**config.mk**
```make
export PLATFORM = sky130hd
export DESIGN_NAME = lifo_stack
export DESIGN_NICKNAME = d
export VERILOG_FILES = /design/src/rtl/lifo_stack.sv
export SDC_FILE = /design/constraint.sdc
export NUM_CORES = 1
export LEC_CHECK = 0
export ABC_CLOCK_PERIOD_IN_PS = 3750
export CORE_UTILIZATION = 55
export CTS_CLUSTER_SIZE = 12
export DETAILED_ROUTE_END_ITERATION = 7
export PLACE_DENSITY = 0.75
export REMOVE_ABC_BUFFERS = 1
export SKIP_LAST_GASP = 1
export SYNTH_ARGS = -nofsm -noshare
export SYNTH_HDL_FRONTEND = slang
export SYNTH_SLANG_ARGS = --single-unit
```
**constraint.sdc**
```tcl
create_clock -name clk -period 3.75 [get_ports clk]
set_input_delay 0.75 -clock clk [delete_from_list [all_inputs] [get_ports clk]]
set_output_delay 0.75 -clock clk [all_outputs]
set_load 0.02 [all_outputs]
```
**src/rtl/lifo_stack.sv**
```systemverilog
// Parametrised LIFO stack with combinational peek, registered pop, replace-top and sticky errors.
// Optional high-water mark output enabled by defining LIFO_STACK_WATERMARK_EN.
module lifo_stack #(
  parameter int WIDTH = 8,
  parameter int DEPTH = 16,
  localparam int CNT_W = $clog2(DEPTH + 1)
) (
  input  logic             clk,
  input  logic             rst,
  input  logic             push_enable,
  input  logic [WIDTH-1:0] push_data,
  input  logic             pop_enable,
  output logic [WIDTH-1:0] pop_data,
  output logic             pop_valid,
  output logic [WIDTH-1:0] top_data,
  input  logic             flush,
  input  logic             err_clr,
  output logic [CNT_W-1:0] count,
  output logic             empty,
  output logic             full,
  output logic             overflow,
`ifdef LIFO_STACK_WATERMARK_EN
  output logic [CNT_W-1:0] hwm,
`endif
  output logic             underflow
);

  localparam int IDX_W = $clog2(DEPTH);

  logic [WIDTH-1:0] mem [DEPTH];
  logic [CNT_W-1:0] count_next;
  logic [IDX_W-1:0] wr_idx;
  logic [IDX_W-1:0] top_idx;
  logic             do_push;
  logic             do_pop;
  logic             pop_ok;
  logic             replace;
  logic             push_ok;
  logic             ovf_set;
  logic             unf_set;

  // Flush masks both requests so nothing else (including error flags) reacts.
  assign do_push = push_enable & ~flush;
  assign do_pop  = pop_enable & ~flush;

  assign empty   = (count == '0);
  assign full    = (count == CNT_W'(DEPTH));
  assign wr_idx  = IDX_W'(count);
  assign top_idx = IDX_W'(count - CNT_W'(1));

  assign pop_ok  = do_pop & ~empty;
  assign replace = do_push & pop_ok;
  assign push_ok = do_push & ~pop_ok & ~full;
  assign ovf_set = do_push & ~do_pop & full;
  assign unf_set = do_pop & empty;

  assign top_data = empty ? '0 : mem[top_idx];

  always_comb begin
    count_next = count;
    if (flush)
      count_next = '0;
    else if (push_ok)
      count_next = count + CNT_W'(1);
    else if (pop_ok && !replace)
      count_next = count - CNT_W'(1);
  end

  // Storage is deliberately not reset; empty gates every read path.
  always_ff @(posedge clk) begin
    if (replace)
      mem[top_idx] <= push_data;
    else if (push_ok)
      mem[wr_idx] <= push_data;
  end

  always_ff @(posedge clk or negedge rst) begin
    if (!rst) begin
      count     <= '0;
      pop_data  <= '0;
      pop_valid <= 1'b0;
      overflow  <= 1'b0;
      underflow <= 1'b0;
    end else begin
      count     <= count_next;
      pop_valid <= pop_ok;
      if (pop_ok)
        pop_data <= mem[top_idx];
      overflow  <= ovf_set | (overflow & ~err_clr);
      underflow <= unf_set | (underflow & ~err_clr);
    end
  end

`ifdef LIFO_STACK_WATERMARK_EN
  // A clear coinciding with a rising count keeps the new level rather than zero.
  always_ff @(posedge clk or negedge rst) begin
    if (!rst)
      hwm <= '0;
    else if (err_clr)
      hwm <= (count_next > count) ? count_next : '0;
    else if (count_next > hwm)
      hwm <= count_next;
  end
`endif

endmodule

```
[Word-level counts from Yosys, hierarchy flattened]
Memories as Yosys holds them, arrays and structs flattened.
Index checks and enable logic that the tools add are counted.
W data, S select, Z words.
Word-level totals
  flip-flop bits (word level): 16
  memory bits (writable): 128
  input bits: 14
  output and inout bits: 26
  word-level logic and storage cells: 45
  memories: 1
Operators by class
  $add $sub $neg: 2
  equal/unequal tests: 1
  mux-type cells: 12
  bitwise gates (word level): 19
  reductions and logical operators: 5
Memory list
  mem: depth 16, width 8, rd ports 1, clocked after Yosys merged registers in 0, wr ports 1, RTL line 30  | logic [WIDTH-1:0] mem [DEPTH];
Operator list (number)
  $mux W8: 2
  $mux W5: 3
  $and A1 B1 Y1: 11
  $reduce_or A8 Y1: 1
  $mux W1: 6
  $not A1 Y1: 6
  $add A5 B1 Y5 const B: 1
  $eq A5 B5 Y1 const B: 1
  $logic_not A5 Y1: 1
  $sub A5 B1 Y5 const B: 1
  $mux W4: 1
  $reduce_bool A3 Y1: 1
  $or A1 B1 Y1: 2
  $logic_and A1 B1 Y1: 1
  $logic_not A1 Y1: 1

[Logic depth before layout (Yosys ltp)]
  depth after elaboration: 11
  gate-level depth with buffers: 11

[Worst setup path after synthesis]
Ideal clock, no wire load.
  path kind: reg-to-output
  from: register count[0]
  to: output top_data[0]
  arrival time: 2.949 ns
  required time: 3.000 ns
  slack: 0.051 ns
  cell stages (with the launch flop): 11
  cell sequence: dfrtp_1 clkbuf_1 buf_1 inv_1 ha_1 clkbuf_1 clkbuf_1 mux4_2 mux2i_1 mux2_2 nor2_1
On the way
  cells in the longest elaborated chain, start to end: 3
  elaborated cells between the ends (all ways): 4
  classes of those cells: add/sub: 1; mux: 1; reduce/logical: 1; memory: 1
Ends and longest elaborated chain
  start, declared: RTL line 18  | output logic [CNT_W-1:0] count,
  start signal, assigned: RTL line 85  | count <= count_next;
  $sub A5 B1 Y5
  $mem_v2 Z16 W8
  $mux W8 *: RTL line 57  | assign top_data = empty ? '0 : mem[top_idx];
  end, declared: RTL line 15  | output logic [WIDTH-1:0] top_data,
Every way passes the cells marked *; elsewhere a longest branch is shown, timed or not.

[Final worst setup path]
  from: register count[0]
  to: output empty
On the way
  cells in the longest elaborated chain, start to end: 1
Ends and longest elaborated chain
  $logic_not A5 Y1: RTL line 46  | assign empty = (count == '0);
  end, declared: RTL line 19  | output logic empty,
Every way passes these cells.

==> results.json <==
{
  "ant_nets": 0,
  "synth-warning-count": 0,
  "syn_inst": 332,
  "design.core.area_sq_um": 10500,
  "clock_power_share": 0.294,
  "cap_violations": 0,
  "cts_root_buffer": "clkbuf_8",
  "dr_total_vias": 3322,
  "status": "finished clean",
  "hold_viol_final": 0,
  "pwr-share-comb": 0.358,
  "synth-seq-cells": 144,
  "dr.pass1.iters": 4,
  "die_y_microns": 107,
  "seq_area_frac_synth": 0.707,
  "use_met2": 0.402,
  "start_kind": "flip-flop",
  "crit_buf_inv": 4,
  "skew_ns": 0.00798,
  "row_count": 37,
  "grt_setup_unrepaired": "false",
  "min_path_type": "flip-flop to flip-flop",
  "nNetsFinal": 416,
  "drt_wl_total_microns": 12500,
  "slowest_delay_ns": 0.64,
  "power.share.sequential": 0.348,
  "grt_overflow": 0,
  "crit_chain": "inv_2 > ha_1 > or4b_1 > buf_4 > clkinv_2 > clkdlybuf4s50_1",
  "r2r_setup_slack_ns": 0.50,
  "dp_hpwl_microns": 8020,
  "min_to": "pop_data[4]$_DFFE_PN0P_",
  "intPower_mw": 3.76,
  "post-route-min-period_ns": 3.64,
  "p_leak_nw": 2.55,
  "critPathKind": "flip-flop to output port",
  "max_freq_mhz": 275,
  "instances_no_fill": 548,
  "wl_per_cell_microns": 22.8,
  "grt_pass1_wl_microns": 19500,
  "drive_above_1_share": 0.267,
  "io_pins": 40,
  "syn_area_sq_um": 6010,
  "rr_endpoint": "mem[4][5]$_DFFE_PP_",
  "drv_slew": 0,
  "r2r_cells": 6,
  "numCtsBuffers": 17,
  "synth.avg_cell_area_sq_um": 18.1,
  "switching_share": 0.326,
  "top_usage_layer": "met2",
  "numClockSinks": 144,
  "cts_tree": "built",
  "clock_latency_ns": 0.52,
  "gp_congestion": 0.894,
  "dieArea_sq_um": 11300,
  "setup_viol": 0,
  "crit_path_end_kind": "output port",
  "ys_types": 43,
  "vias_per_cell": 6.06,
  "htreeDepth": 4,
  "antenna_found_initial": 0,
  "fillers": 705,
  "worstPathArrival_ns": 2.89,
  "pwr_density_cell_nw_per_um2": 762,
  "cp.required_ns": 3.00,
  "area_growth_pct": 22.0,
  "cp_max_fo": 12,
  "drc": 0,
  "clkTransAtPathRegs_ns": 0.06,
  "n_antenna_cell": 0,
  "grt_start_max_net_pins": 29,
  "whs_path_depth": 2,
  "power_switching_mw": 1.82,
  "cts_buffer_depth": 2,
  "final_core_util": 0.701,
  "slew-limit-headroom": 0.323,
  "start_util": 0.574,
  "worstMarginPinSlew_ns": 1.02,
  "slowest_stage": "clkdlybuf4s50_1",
  "die_w_microns": 107,
  "grt_pass1_vias": 3471,
  "dpl.cell_count": 516,
  "drtIter0Drc": 293,
  "r2r_start": "count[0]$_DFFE_PN0P_",
  "fin_crit_sh": 0.970,
  "use_met1": 0.321,
  "final_cell_mix": "edfxtp_1, mux4_2, clkdlybuf4s50_1",
  "layout_commonest_cell": "edfxtp_1",
  "vdd_ir_drop_max_uv": 446,
  "total_power_mw": 5.59,
  "worstHoldStart": "pop_data[4]$_DFFE_PN0P_",
  "use_met3": 0.0601,
  "grt.total_usage": 0.246,
  "path_delay_family": "buffers and inverters",
  "port_buffers": 39
}
-- layer usage --
metal	vias to the layer above	routed length, microns
li1	1477	-
met1	1703	4960
met2	129	6400
met3	13	923
met4	0	230
met5	-	0
-- sequential cells by signal (all words and copies together) (netlist names) --
register,flops
mem,128
underflow,1
overflow,1
count,5
pop_valid,1
pop_data,8
-- synth_stat cells --
cell type	instances	area share
edfxtp_1	128	0.64
mux4_2	32	0.12
mux2i_1	19	0.032
dfrtp_1	16	0.067
nor2_1	13	0.0081
nand2_1	11	0.0069
mux2_2	9	0.017
o21ai_0	9	0.0075
a211oi_1	8	0.010
clkbuf_1	8	0.0050
inv_1	7	0.0044
nand3_1	7	0.0058
nor3_1	7	0.0058
a21oi_1	6	0.0050
nand2b_1	6	0.0062
a22oi_1	5	0.0062
buf_2	5	0.0042
nor2b_1	5	0.0052
ha_1	3	0.0062
a2111oi_0	2	0.0029
a211o_1	2	0.0029
a31oi_1	2	0.0021
buf_1	2	0.0013
a211oi_4	1	0.0033
and2_1	1	0.0010
and3_1	1	0.0010
buf_4	1	0.0013
buf_6	1	0.0019
clkinv_2	1	0.00083
nand3b_1	1	0.0013
nand4bb_1	1	0.0019
o2111ai_1	1	0.0015
o211ai_2	1	0.0021
o21ai_1	1	0.00083
o22ai_1	1	0.0010
o31ai_1	1	0.0013
o32a_1	1	0.0017
o32ai_1	1	0.0015
or2_2	1	0.0010
or3b_2	1	0.0015
or4_1	1	0.0013
or4b_1	1	0.0017
xor2_1	1	0.0015
-- final cells by class --
| class | instances | area, sq um | share of cell area |
|---|---|---|---|
| clock buffers | 19 | 432 | 0.0589 |
| clock inverters | 13 | 150 | 0.0205 |
| inverters | 8 | 31.3 | 0.00427 |
| multi-input cells | 163 | 1690 | 0.230 |
| flip-flops and latches | 144 | 4250 | 0.579 |
| well taps | 136 | 170 | 0.0232 |
| repair buffers | 65 | 612 | 0.0835 |
-- worst max-delay path by stage --
stage | from | endpoint | cells past startpoint | slack, ns
2_1_floorplan | count[0]$_DFFE_PN0P_ | top_data[0] | 6 | -1.33
3_3_place_gp | count[0]$_DFFE_PN0P_ | top_data[7] | 8 | 0.38
3_5_place_dp | count[0]$_DFFE_PN0P_ | top_data[4] | 8 | 0.36
4_1_cts | count[0]$_DFFE_PN0P_ | top_data[4] | 6 | -0.04
5_1_grt | count[0]$_DFFE_PN0P_ | empty | 6 | 0.006
6_report | count[0]$_DFFE_PN0P_ | empty | 6 | 0.11
-- power groups by stage --
stage                     clock, mW  sequential (mW)  combinational, mW
after floorplan                   0             2.07               1.11
after global placement            0             1.97               1.97
after detailed placement          0             1.98               1.99
after CTS                      1.67             1.95               2.02
after global routing           1.74             1.96               2.12
final                          1.64             1.94               2.00
-- worst min-delay path: cells and delay by family (launching register included) --
kind,cells,cell delay [ns]
DFF,1,0.35
AOI/OAI and AO/OA,1,0.06
and+or+nand+nor,1,0.05
-- cell families after synthesis --
kind of cell | count (synthesis) | synth area share
AOI/OAI and AO/OA | 42 | 0.0498
xor gates and xnor gates | 1 | 0.00146
adders and majority gates | 3 | 0.00625
buffers and inverters | 25 | 0.0187
DFF | 144 | 0.707
muxes | 60 | 0.169
and+or+nand+nor | 57 | 0.0487
-- per-stage QoR --
step,instance area [sq um],setup slack (ns),setup TNS [ns],hold slack (ns)
CTS,7330,-0.0409,-0.0646,0.504
floorplan,5930,-1.33,-111.44,0.454
detailed placement,6700,0.357,0,0.490
global placement,6700,0.381,0,0.465
finish,7330,0.112,0,0.494
global route,7330,0.00564,0,0.517
-- what timing repair did --
item | CTS | global route
hold endpoints to repair | 0 | 0
endpoints found under the setup margin | 8 | 2
hold buffers | 0 | 0
resized for setup | 17 | 2
buffers inserted | 0 | 0
Power figures use the tool's default switching activity.
